$ cat src/rtl/flash_pkg.sv
// Shared constants and helpers for the JEDEC byte-program initiator.
package flash_pkg;

    // JEDEC unlock addresses (15-bit offset within the bank) and command bytes
    localparam logic [14:0] UNLK_A1 = 15'h5555;
    localparam logic [14:0] UNLK_A2 = 15'h2AAA;
    localparam logic [7:0]  CMD_AA  = 8'hAA;
    localparam logic [7:0]  CMD_55  = 8'h55;
    localparam logic [7:0]  CMD_PRG = 8'hA0;

    // Sequencer states
    localparam logic [1:0] ST_IDLE = 2'd0;
    localparam logic [1:0] ST_CMD  = 2'd1;
    localparam logic [1:0] ST_POLL = 2'd2;

    // Bus-cycle phases
    localparam logic [2:0] PH_IDLE  = 3'd0;
    localparam logic [2:0] PH_SETUP = 3'd1;
    localparam logic [2:0] PH_STRB  = 3'd2;
    localparam logic [2:0] PH_HOLD  = 3'd3;
    localparam logic [2:0] PH_RD    = 3'd4;
    localparam logic [2:0] PH_GAP   = 3'd5;

    // Address of write step k; the bank bits always follow the target so the
    // mapper's 15-bit unlock compare sees the sequence in the right bank.
    function automatic logic [18:0] step_addr(input logic [1:0] k, input logic [18:0] a);
        case (k)
            2'd0:    return {a[18:15], UNLK_A1};
            2'd1:    return {a[18:15], UNLK_A2};
            2'd2:    return {a[18:15], UNLK_A1};
            default: return a;
        endcase
    endfunction

    // Data byte of write step k
    function automatic logic [7:0] step_data(input logic [1:0] k, input logic [7:0] d);
        case (k)
            2'd0:    return CMD_AA;
            2'd1:    return CMD_55;
            2'd2:    return CMD_PRG;
            default: return d;
        endcase
    endfunction

endpackage

$ cat src/rtl/flash_bus_cyc.sv
// Single PRG bus cycle engine: write (SETUP/STROBE/HOLD) or read (OE/GAP).
// ack is high in the final cycle so a new start there chains back-to-back.
module flash_bus_cyc
    import flash_pkg::*;
#(
    parameter int WR_CYC = 4,
    parameter int RD_CYC = 3
) (
    input  logic        clk,
    input  logic        rst_n,
    input  logic        start,
    input  logic        we_nrd,
    input  logic [18:0] addr,
    input  logic [7:0]  data,
    output logic        ack,
    output logic [7:0]  rdata,
    output logic [18:0] bus_addr,
    output logic [7:0]  bus_dout,
    output logic        bus_we,
    output logic        bus_oe,
    input  logic [7:0]  bus_din
);

    localparam logic [3:0] WR_LOAD = 4'(WR_CYC - 1);
    localparam logic [3:0] RD_LOAD = 4'(RD_CYC - 1);

    logic [2:0] ph;
    logic [3:0] cnt;

    assign ack = (ph == PH_HOLD) || (ph == PH_GAP);

    // Phase sequencing with registered strobes so the bus never sees glitches
    always_ff @(posedge clk or negedge rst_n) begin
        if (!rst_n) begin
            ph       <= PH_IDLE;
            cnt      <= '0;
            bus_addr <= '0;
            bus_dout <= '0;
            bus_we   <= 1'b0;
            bus_oe   <= 1'b0;
            rdata    <= '0;
        end else if (start) begin
            bus_addr <= addr;
            bus_we   <= 1'b0;
            if (we_nrd) begin
                ph       <= PH_SETUP;
                bus_dout <= data;
                bus_oe   <= 1'b0;
                cnt      <= '0;
            end else begin
                ph     <= PH_RD;
                bus_oe <= 1'b1;
                cnt    <= RD_LOAD;
            end
        end else begin
            case (ph)
                PH_SETUP: begin
                    ph     <= PH_STRB;
                    bus_we <= 1'b1;
                    cnt    <= WR_LOAD;
                end
                PH_STRB: begin
                    if (cnt == 4'd0) begin
                        ph     <= PH_HOLD;
                        bus_we <= 1'b0;
                    end else begin
                        cnt <= cnt - 4'd1;
                    end
                end
                PH_RD: begin
                    if (cnt == 4'd0) begin
                        ph     <= PH_GAP;
                        bus_oe <= 1'b0;
                        rdata  <= bus_din;
                    end else begin
                        cnt <= cnt - 4'd1;
                    end
                end
                default: ph <= PH_IDLE;
            endcase
        end
    end

endmodule

$ cat src/rtl/flash_prog_seq.sv
// JEDEC byte-program initiator: unlock, program write, then DQ7 data polling
// with a bounded retry count.
module flash_prog_seq
    import flash_pkg::*;
#(
    parameter int WR_CYC   = 4,
    parameter int RD_CYC   = 3,
    parameter int POLL_MAX = 20000
) (
    input  logic        clk,
    input  logic        rst_n,
    input  logic        req,
    input  logic [18:0] addr,
    input  logic [7:0]  dat,
    output logic        busy,
    output logic        done,
    output logic        err,
    output logic [18:0] bus_addr,
    output logic [7:0]  bus_dout,
    output logic        bus_we,
    output logic        bus_oe,
    input  logic [7:0]  bus_din
);

    localparam int              PC_W      = $clog2(POLL_MAX + 1);
    localparam logic [PC_W-1:0] POLL_LAST = PC_W'(POLL_MAX - 1);

    logic [1:0]      state;
    logic [1:0]      k;
    logic [18:0]     a_q;
    logic [7:0]      d_q;
    logic [PC_W-1:0] poll_cnt;

    logic        start;
    logic        we_nrd;
    logic        ack;
    logic        pass;
    logic        last_poll;
    logic [18:0] cyc_addr;
    logic [7:0]  cyc_data;
    logic [7:0]  rdata;

    assign pass      = (rdata[7] == d_q[7]) && (rdata == d_q);
    assign last_poll = (poll_cnt == POLL_LAST);

    // Launch the next bus cycle in the final cycle of the current one
    always_comb begin
        start    = 1'b0;
        we_nrd   = 1'b1;
        cyc_addr = a_q;
        cyc_data = d_q;
        case (state)
            ST_IDLE: begin
                if (req) begin
                    start    = 1'b1;
                    cyc_addr = step_addr(2'd0, addr);
                    cyc_data = step_data(2'd0, dat);
                end
            end
            ST_CMD: begin
                if (ack) begin
                    start = 1'b1;
                    if (k == 2'd3) begin
                        we_nrd = 1'b0;
                    end else begin
                        cyc_addr = step_addr(k + 2'd1, a_q);
                        cyc_data = step_data(k + 2'd1, d_q);
                    end
                end
            end
            ST_POLL: begin
                if (ack && !pass && !last_poll) begin
                    start  = 1'b1;
                    we_nrd = 1'b0;
                end
            end
            default: ;
        endcase
    end

    // Step/poll sequencing and status outputs
    always_ff @(posedge clk or negedge rst_n) begin
        if (!rst_n) begin
            state    <= ST_IDLE;
            k        <= 2'd0;
            poll_cnt <= '0;
            busy     <= 1'b0;
            done     <= 1'b0;
            err      <= 1'b0;
        end else begin
            done <= 1'b0;
            err  <= 1'b0;
            case (state)
                ST_IDLE: begin
                    if (req) begin
                        state    <= ST_CMD;
                        k        <= 2'd0;
                        poll_cnt <= '0;
                        busy     <= 1'b1;
                    end
                end
                ST_CMD: begin
                    if (ack) begin
                        if (k == 2'd3) begin
                            state <= ST_POLL;
                        end else begin
                            k <= k + 2'd1;
                        end
                    end
                end
                ST_POLL: begin
                    if (ack) begin
                        poll_cnt <= poll_cnt + PC_W'(1);
                        if (pass) begin
                            done  <= 1'b1;
                            busy  <= 1'b0;
                            state <= ST_IDLE;
                        end else if (last_poll) begin
                            err   <= 1'b1;
                            busy  <= 1'b0;
                            state <= ST_IDLE;
                        end
                    end
                end
                default: state <= ST_IDLE;
            endcase
        end
    end

    // Capture the operation operands when a request is accepted
    always_ff @(posedge clk) begin
        if (state == ST_IDLE && req) begin
            a_q <= addr;
            d_q <= dat;
        end
    end

    flash_bus_cyc #(
        .WR_CYC (WR_CYC),
        .RD_CYC (RD_CYC)
    ) u_bus_cyc (
        .clk      (clk),
        .rst_n    (rst_n),
        .start    (start),
        .we_nrd   (we_nrd),
        .addr     (cyc_addr),
        .data     (cyc_data),
        .ack      (ack),
        .rdata    (rdata),
        .bus_addr (bus_addr),
        .bus_dout (bus_dout),
        .bus_we   (bus_we),
        .bus_oe   (bus_oe),
        .bus_din  (bus_din)
    );

endmodule

$ cat config.mk
export PLATFORM = sky130hd
export DESIGN_NAME = flash_prog_seq
export DESIGN_NICKNAME = d
export VERILOG_FILES = /design/src/rtl/flash_pkg.sv /design/src/rtl/flash_bus_cyc.sv /design/src/rtl/flash_prog_seq.sv
export SDC_FILE = /design/constraint.sdc
export NUM_CORES = 1
export LEC_CHECK = 0
export CAP_MARGIN = 20
export CORE_ASPECT_RATIO = 0.9
export CORE_MARGIN = 3
export CORE_UTILIZATION = 40
export CTS_CLUSTER_DIAMETER = 150
export DETAILED_ROUTE_END_ITERATION = 7
export PLACE_DENSITY_LB_ADDON = 0.08
export SYNTH_ARGS = -nofsm -noshare
export SYNTH_HDL_FRONTEND = slang
export SYNTH_SLANG_ARGS = --single-unit
$ cat constraint.sdc
create_clock -name clk -period 2.45 [get_ports clk]
set_clock_uncertainty 0.15 [all_clocks]
set_input_delay 0.735 -clock clk [delete_from_list [all_inputs] [get_ports clk]]
set_output_delay 0.735 -clock clk [all_outputs]
set_load 0.005 [all_outputs]
## Word level (Yosys, flattened, before mapping)

Cells that the tools add are included.
Widths: inputs -> output; s select.

- Add/subtract/negate cells: 3
- Equality and inequality tests: 22
- Mux-type cells: 59
- Bitwise logic cells: 1
- Reduce and logical (&&, ||, !) cells: 28

Operators with widths:

| kind | number |
|---|---|
| $mux 15 | 4 |
| $pmux 15 s2 | 2 |
| $pmux 19 s2 | 1 |
| $mux 8 | 3 |
| $pmux 8 s3 | 1 |
| $mux 1 | 22 |
| $mux 2 | 10 |
| $mux 19 | 1 |
| $pmux 8 s2 | 1 |
| $add 15x1->15 const B | 1 |
| $eq 15x15->1 const B | 1 |
| $mux 3 | 4 |
| $ne 2x2->1 const B | 5 |
| $reduce_and 2->1 | 5 |
| $pmux 3 s3 | 1 |
| $eq 8x8->1 | 1 |
| $mux 4 | 2 |
| $pmux 4 s2 | 1 |
| $reduce_and 4->1 | 2 |
| $reduce_bool 2->1 | 4 |
| $eq 2x2->1 const B | 3 |
| $eq 3x2->1 const B | 2 |
| $eq 3x3->1 const B | 2 |
| $ne 3x2->1 const B | 2 |
| other kinds (20) | 32 |

- Flip-flop bits (word level): 93
- Input port bits: 38
- Output and inout port bits: 32
- Logic and storage cells: 128

## Longest topological paths before layout

Gate-level depths: netlist of run 1.

- Word-level depth: 9
- Depth in mapped cells: 10
- Mapped depth without buffers: 8

## By module

Synthesis of run 1 repeated with hierarchy kept, for this count alone.

- Cell total of the unflattened synthesis: 384
- Area total of the unflattened synthesis: 4635.7 um^2

Modules (own cells, without submodules):

| module | times used | cells an instance | area each (um^2) | seq. area each (um^2) |
|---|---|---|---|---|
| flash_prog_seq | 1 | 249 | 2693.8 | 1361.3 |
| flash_bus_cyc | 1 | 135 | 1941.9 | 1101.1 |

## Worst setup path after synthesis of run 1

No wires, ideal clock.

- Path type: input -> register
- Start: in req
- End: reg u_bus_cyc.bus_dout[3]
- Setup time: 0.125 ns
- Arrival time: 2.513 ns
- Slack: -0.338 ns
- Stages on the path: 7
- Path buffers: 1
- Cell sequence: buf_2 > nand2_1 > inv_2 > nor2_1 > a221o_2 > nor2_4 > mux2_4

- Word-level cells in the longest chain between the ends: 3
- Elaborated cells between the ends (all ways): 5
- Those cells by class: mux (4); reduce/logical (1)

RTL lines:

| what | RTL line | RTL |
|---|---|---|
| start, declared | flash_prog_seq.sv:12 | `input logic req,` |
| $mux 1 | flash_prog_seq.sv:54 | `if (req) begin` |
| $pmux 1 s3 | flash_prog_seq.sv:52 | `case (state)` |
| $reduce_and 2->1 (no line) | -- |  |
| end signal, assigned | flash_bus_cyc.sv:47 | `bus_dout <= data;` |
| end, declared | flash_bus_cyc.sv:18 | `output logic [7:0] bus_dout,` |

Several ways; a longest one is shown, not always the timed one.
A chain may end at the register's enable or synchronous reset.

## Final worst setup path of run 1

- Start: reg poll_cnt[0]
- End: reg u_bus_cyc.bus_dout[3]

- Word-level cells in the longest chain between the ends: 6
- Elaborated cells between the ends (all ways): 8
- Those cells by class: eq/ne (1); mux (4); reduce/logical (3)

RTL lines:

| what | RTL line | RTL |
|---|---|---|
| start, declared | flash_prog_seq.sv:32 | `logic [PC_W-1:0] poll_cnt;` |
| start signal, assigned | flash_prog_seq.sv:113 | `poll_cnt <= poll_cnt + PC_W'(1);` |
| $eq 15x15->1 (*) | flash_prog_seq.sv:44 | `assign last_poll = (poll_cnt == POLL_LAST);` |
| $logic_not 1->1 (*) | flash_prog_seq.sv:72 | `if (ack && !pass && !last_poll) begin` |
| $logic_and 1x1->1 (*) | flash_prog_seq.sv:72 |  |
| $mux 1 | flash_prog_seq.sv:72 |  |
| $pmux 1 s3 / $pmux 1 s2 (equally long branches) | flash_prog_seq.sv:52 |  |
| $reduce_and 2->1 (no line) (*) | -- |  |

Every way passes the cells marked *; elsewhere a longest branch is shown, timed or not.

==> impl_metrics.csv, run 1 <==
group,metric,value,unit
sta,timing.setup.tns,0,ps
yosys,synth.avg_cell_area,11.2,µm²
routing,top_layer_used,"met4",
worst_setup_path,crit_path_start,"poll_cnt[0]",
clock_network,clock_sinks,93,
worst_setup_path,critPathLaunchType,"register",
sta,setup_viol,0,
final_layout,nFillCells,901,
sta,slew_headroom,57.2,%
routing,wl_met1,4670,µm
final_layout,finish.utilization,58.3,%
outcome,status,"complete, no violations",
yosys,synth-seq-cells,93,
grt,grt_pass1_vias,3362,
yosys,yosysWarnings,0,
hold_path,min_path_type,"primary input to asynchronous set/reset pin",
routing,drtIter0Drc,172,
sta,worst_pin_slew,642,ps
yosys,synth-simple-area-share,14.7,%
final_layout,final_cell_area,0.00615,mm²
routing,drc_errors,0,
die,ios,70,
die,die_x,117,µm
routing,drt_wl_total,10400,µm
worst_setup_path,rr_startpoint,"poll_cnt[0]",
worst_setup_path,cp.required,2530,ps
yosys,synth_area_leader_cell,"dfrtp_1",
clock_network,cts_buffers,9,
sta,rsz0062_at_grt,"true",
clock_network,cts_max_level,3,
die,std_cell_rows,35,
yosys,synth_mux_area_share,5.29,%
sta,fmax,0.420,GHz
clock_network,clock-root-buffer,"clkbuf_16",
clock_network,clock_latency,340,ps
die,coreArea,0.0106,mm²
routing,vias,3385,
worst_setup_path,path_class,"register to register",
yosys,synth-edff-count,27,
worst_setup_path,path_max_fanout,12,
yosys,netlist_area,0.00445,mm²
yosys,synth_xor_area_share,4.76,%
placement,placed_cell_area,0.00574,mm²
worst_setup_path,critPathTopFamily,"compound AO/OA/AOI/OAI gates",
routing,wl_met2,5190,µm
placement,gp_congestion,0.773,
worst_setup_path,endpoint_kind,"register",
final_layout,nNetsFinal,579,
yosys,synthArstFlopShare,71.0,%
yosys,synth_nets,444,
yosys,synth_compound_area_share,13.5,%
placement,dp_hpwl,7170,µm
yosys,synth_cell_types,57,
clock_network,path_clk_slew,70,ps
clock_network,clockBufferDepth,2,
yosys,netlist_top_cells_area,"dfrtp_1, edfxtp_1, a21oi_1, nand2_1, mux2_4",
die,die_y,106,µm
clock_network,cts_tree,"done",
yosys,syn_inst,396,
sta,finalHoldViolations,0,
worst_setup_path,worstPathArrival,2460,ps
die,start_util,42.1,%
pwr,peakVddDrop,0.502,mV
yosys,synthAdderAreaFrac,2.81,%
sta,fin_crit_sh,97.3,%
worst_setup_path,path_cells,"ha_2, and4_1, nand4_1, o211ai_1, a221o_2, buf_12, nor2_4, mux2_4",
die,die_area,0.0124,mm²
run,cap_violations,0,
worst_setup_path,crit_buf_inv,1,
pwr,p_leak,2.68,nW
final_layout,num_antenna_cells,0,
placement,port_buffers,69,
pwr,powerDensity,1050,mW/mm²
grt,antenna_found_initial,0,
routing,wl_per_cell,15.2,µm
final_layout,drive_above_1_share,21.1,%
final_layout,layout_common_cells,"clkdlybuf4s50_1, dfrtp_1, buf_4",
yosys,ys_seq_area_share,55.4,%
worst_setup_path,slowest_stage,"a221o_2",
routing,first_pass_iters,4,
routing,via_per_inst,4.95,
yosys,synth_top_family_by_area,"simple AND/OR/NAND/NOR gates",
grt,overflow,0,
final_layout,area_delta_synth_final,38.3,%
routing,ant_nets,0,
final_layout,layout_commonest_cell,"clkdlybuf4s50_1",
sta,drv_slew,0,
routing,wl_met3,434,µm
yosys,ys.flop_type,"dfrtp_1",
yosys,synth_top_area_share,37.1,%
worst_setup_path,slowest_delay,440,ps
grt,grt_max_degree,48,
grt,grt_use_total,17.2,%
sta,min_period,2380,ps
grt,grt_pass1_wl,16600,µm
worst register-to-register path, cell delays in order (launching register included):
cell and delay, ps:
dfrtp_1 380, ha_2 190, and4_1 150, nand4_1 170, o211ai_1 150, a221o_2 440, buf_12 170, nor2_4 150
mux2_4 310
power by group:
group          total, mW  switching (mW)  internal, mW
clock               1.27           0.584         0.690
sequential          2.40           0.324          2.08
combinational       2.80            1.26          1.54
logic make-up after synthesis:
kind of cell,after synthesis
multiplexers,19
AO/OA/AOI/OAI,93
AND/OR/NAND/NOR,125
adder cells (fa/ha/maj),10
flip-flops,93
XOR/XNOR,22
buffers and inverters,34
path summary, 6_finish.rpt:
kind	cells past startpoint	slack, ps	end
min in group clk	1	330	u_bus_cyc.bus_addr[2]
worst min-delay path	1	230	err
worst max-delay path	8	70	u_bus_cyc.bus_dout[3]
worst min register to register	1	330	u_bus_cyc.bus_addr[2]
max in group asynchronous	2	1300	u_bus_cyc.bus_addr[4]
worst max register to register	8	70	u_bus_cyc.bus_dout[3]
routing by layer:
metal / GRT usage [%] / vias up
li1: - / 1676
met1: 22.2 / 1637
met2: 28.4 / 64
met3: 4.44 / 8
met4: 4.67 / 0
met5: 0 / -
final cells by class:
| cell class | count | area [µm²] | area share [%] |
|---|---|---|---|
| flip-flops and latches | 93 | 2460 | 40.0 |
| multi-input cells | 269 | 1840 | 30.0 |
| repair buffers | 141 | 1310 | 21.3 |
| clock buffers | 11 | 233 | 3.79 |
| well taps | 148 | 185 | 3.01 |
| inverters | 17 | 76.3 | 1.24 |
| clock inverters | 5 | 36.3 | 0.590 |
sequential cells by signal (all words and copies together), names as in the netlist:
register and cells:
u_bus_cyc.ph 3, u_bus_cyc.cnt 4, u_bus_cyc.bus_we 1, busy 1
u_bus_cyc.bus_oe 1, d_q 8, u_bus_cyc.rdata 8, err 1
u_bus_cyc.bus_dout 8, k 2, poll_cnt 15, u_bus_cyc.bus_addr 19
state 2, a_q 19, done 1
synthesized netlist by cell type, types with 9 or more instances:
cell       n
a21oi_1   29
dfrtp_1   66
edfxtp_1  27
ha_1      10
inv_1     16
mux2_4     9
mux2i_1   10
nand2_1   37
nand2b_1  14
nand3_1   12
nor2_1    24
o21ai_0   13
o21ai_1   12
xnor2_1   10
xor2_1    11
per-stage QoR:
| step | std cells | power [mW] | worst slack (ps) | hold WS, ps |
|---|---|---|---|---|
| 2_1_floorplan | 396 | 3.86 | 38.7 | 289 |
| 3_3_place_gp | 661 | 5.01 | -599 | 318 |
| 3_5_place_dp | 661 | 5.07 | -675 | 318 |
| 4_1_cts | 677 | 6.39 | 4.15 | 243 |
| 5_1_grt | 684 | 6.93 | -47.7 | 278 |
| 6_report | 684 | 6.47 | 67.3 | 234 |
what timing repair did:
item                                   in CTS  in global routing
cloned                                      0                  2
endpoints found under the hold margin       0                  0
pin swaps                                   0                  5
setup buffers                               0                  5
setup endpoints to repair                  16                 30
resized for setup                           4                  6
hold buffers                                0                  0
No activity file was read; power rests on OpenSTA's default activity.
==> run 2, diff against run 1 <==
--- a/config.mk
+++ b/config.mk
@@ -12,6 +12,7 @@
 export CTS_CLUSTER_DIAMETER = 150
 export DETAILED_ROUTE_END_ITERATION = 7
 export PLACE_DENSITY_LB_ADDON = 0.08
+export RECOVER_POWER = 100
 export SYNTH_ARGS = -nofsm -noshare
 export SYNTH_HDL_FRONTEND = slang
 export SYNTH_SLANG_ARGS = --single-unit
==> run 2 against run 1 <==
Net effect: flip-flop and latch count unchanged; critical path depth unchanged; worst hold slack improved by 84 ps; wire length about the same; via count increased by 0.27%; sequential share of layout area increased by 0.13 points; register-to-register slack about the same; die area unchanged; setup slack improved by 1.2 ps; critical endpoint unchanged; clock power about the same; maximum frequency about the same.
==> impl_metrics.csv, run 2 (same netlist as run 1, synthesis figures left out) <==
group,metric,value,unit
outcome,status,"complete, no violations",
worst_setup_path,path_max_fanout,12,
routing,ant_nets,0,
final_layout,nNetsFinal,579,
worst_setup_path,critPathLaunchType,"register",
worst_setup_path,slowest_delay,450,ps
worst_setup_path,cp.required,2530,ps
grt,grt_max_degree,48,
die,die_y,106,µm
final_layout,num_antenna_cells,0,
placement,dp_hpwl,7170,µm
worst_setup_path,r2r_end,"u_bus_cyc.bus_dout[3]",
worst_setup_path,cp.depth,8,
sta,fin_crit_sh,97.2,%
sta,worst_hold_slack,318,ps
clock_network,clock_sinks,93,
clock_network,clockBufferDepth,2,
final_layout,layout_commonest_cell,"dfrtp_1",
grt,overflow,0,
sta,fmax,0.420,GHz
clock_network,cts_max_level,3,
sta,finalHoldViolations,0,
routing,drtIter0Drc,170,
placement,placed_cell_area,0.00574,mm²
routing,drc_errors,0,
worst_setup_path,rr_worst_depth,8,
die,ios,70,
die,std_cell_rows,35,
final_layout,finish.utilization,58.1,%
pwr,peakVddDrop,0.490,mV
final_layout,reg.largest.list,"a_q: 19 flops, u_bus_cyc.bus_addr: 19 flops, poll_cnt: 15 flops",
final_layout,area_delta_synth_final,37.8,%
worst_setup_path,rr_startpoint,"poll_cnt[0]",
routing,vias,3394,
final_layout,layout_common_cells,"dfrtp_1, buf_4, dlygate4sd3_1",
worst_setup_path,ff2ff_setup_slack,70,ps
final_layout,nFillCells,904,
grt,grt_pass1_wl,16600,µm
die,start_util,42.1,%
worst_setup_path,path_class,"register to register",
grt,grt_use_total,17.2,%
worst_setup_path,critPathTopFamily,"compound AO/OA/AOI/OAI gates",
hold_path,min_path_type,"register to register",
run,cap_violations,0,
final_layout,drive_above_1_share,20.3,%
die,coreArea,0.0106,mm²
sta,slew_headroom,8.18,%
sta,setup_viol,0,
clock_network,path_clk_slew,70,ps
routing,via_per_inst,4.96,
clock_network,clock_latency,340,ps
sta,worst_pin_slew,1380,ps
placement,gp_congestion,0.773,
worst_setup_path,path_cells,"ha_2, and4_1, nand4_1, o211ai_1, a221o_2, buf_12, nor2_4, mux2_4",
worst_setup_path,crit_buf_inv,1,
worst_setup_path,worstPathArrival,2460,ps
pwr,powerDensity,1040,mW/mm²
worst_setup_path,crit_path_end,"u_bus_cyc.bus_dout[3]",
placement,dp.cells,661,
die,die_x,117,µm
routing,wl_per_cell,15.2,µm
sta,min_period,2380,ps
clock_network,cts_buffers,9,
clock_network,clock-root-buffer,"clkbuf_16",
worst_setup_path,slowest_stage,"a221o_2",
final_layout,final_cell_area,0.00613,mm²
routing,first_pass_iters,4,
sta,rsz0062_at_grt,"true",
clock_network,cts_tree,"done",
worst_setup_path,endpoint_kind,"register",
final_layout,layoutNonFillerInstCount,684,
worst_setup_path,crit_path_start,"poll_cnt[0]",
grt,grt_pass1_vias,3362,
placement,port_buffers,69,
grt,antenna_found_initial,0,
routing,drt_wl_total,10400,µm
die,die_area,0.0124,mm²
pwr,p_leak,2.71,nW
sta,drv_slew,0,
## run 2: cell count changes in the layout (fill, tap and decap cells not counted)
| cell | delta |
|---|---|
| and2_0 | +1 |
| inv_12 | -1 |
| buf_4 | -2 |
| and4bb_2 | -1 |
| and2_1 | -1 |
| clkdlybuf4s50_1 | -59 |
| clkinvlp_2 | +1 |
| and4bb_1 | +1 |
| clkbuf_1 | +3 |
| buf_2 | -1 |
| dlygate4sd3_1 | +59 |
## run 2: power breakdown
part	leakage [nW]	switching (mW)	total (mW)	internal (mW)
sequential	1.09	0.314	2.39	2.08
clock	0.122	0.583	1.27	0.690
combinational	1.49	1.25	2.69	1.44
total	2.71	2.15	6.35	4.20
## run 2: per-layer routing
metal | share of wire [%] | up-vias | track usage, %
met3 | 4.7 | 8 | 4.44
met1 | 44 | 1641 | 22.2
met4 | 1.0 | 0 | 4.67
li1 | - | 1675 | -
met2 | 50 | 70 | 28.4
met5 | 0 | - | 0
## run 2: final cells by class
| class | count | area [µm²] | area share (%) |
|---|---|---|---|
| Clock inverter | 5 | 36.3 | 0.592 |
| Tap cell | 148 | 185 | 3.02 |
| Multi-Input combinational cell | 269 | 1840 | 30.1 |
| Timing Repair Buffer | 141 | 1300 | 21.3 |
| Sequential cell | 93 | 2460 | 40.2 |
| Inverter | 17 | 65.1 | 1.06 |
| Clock buffer | 11 | 233 | 3.80 |
## run 2: through the flow
stage	power (mW)	worst slack (ps)	setup TNS, ps
6_report	6.35	68.5	0
2_1_floorplan	3.86	38.7	0
5_1_grt	6.81	-47.7	-115
3_5_place_dp	5.07	-675	-16600
3_3_place_gp	5.01	-599	-15680
4_1_cts	6.39	4.15	0
## run 2: worst min path at each step
stage | from | to | slack [ps] | depth (start not counted)
floorplan | rst_n | busy | 290 | 0
detailed placement | u_bus_cyc.bus_addr[4] | u_bus_cyc.bus_addr[4] | 320 | 1
CTS | rst_n | err | 240 | 1
finish | u_bus_cyc.bus_addr[4] | u_bus_cyc.bus_addr[4] | 320 | 1
global placement | u_bus_cyc.bus_addr[2] | u_bus_cyc.bus_addr[2] | 320 | 1
global route | u_bus_cyc.bus_addr[12] | u_bus_cyc.bus_addr[12] | 350 | 1
## run 2: timing repair
item / CTS / global route
resized for setup: 4 / 6
endpoints found under the hold margin: 0 / 0
gates cloned: 0 / 2
endpoints found under the setup margin: 16 / 30
pin swaps: 0 / 5
setup buffers: 0 / 5
hold buffers: 0 / 0
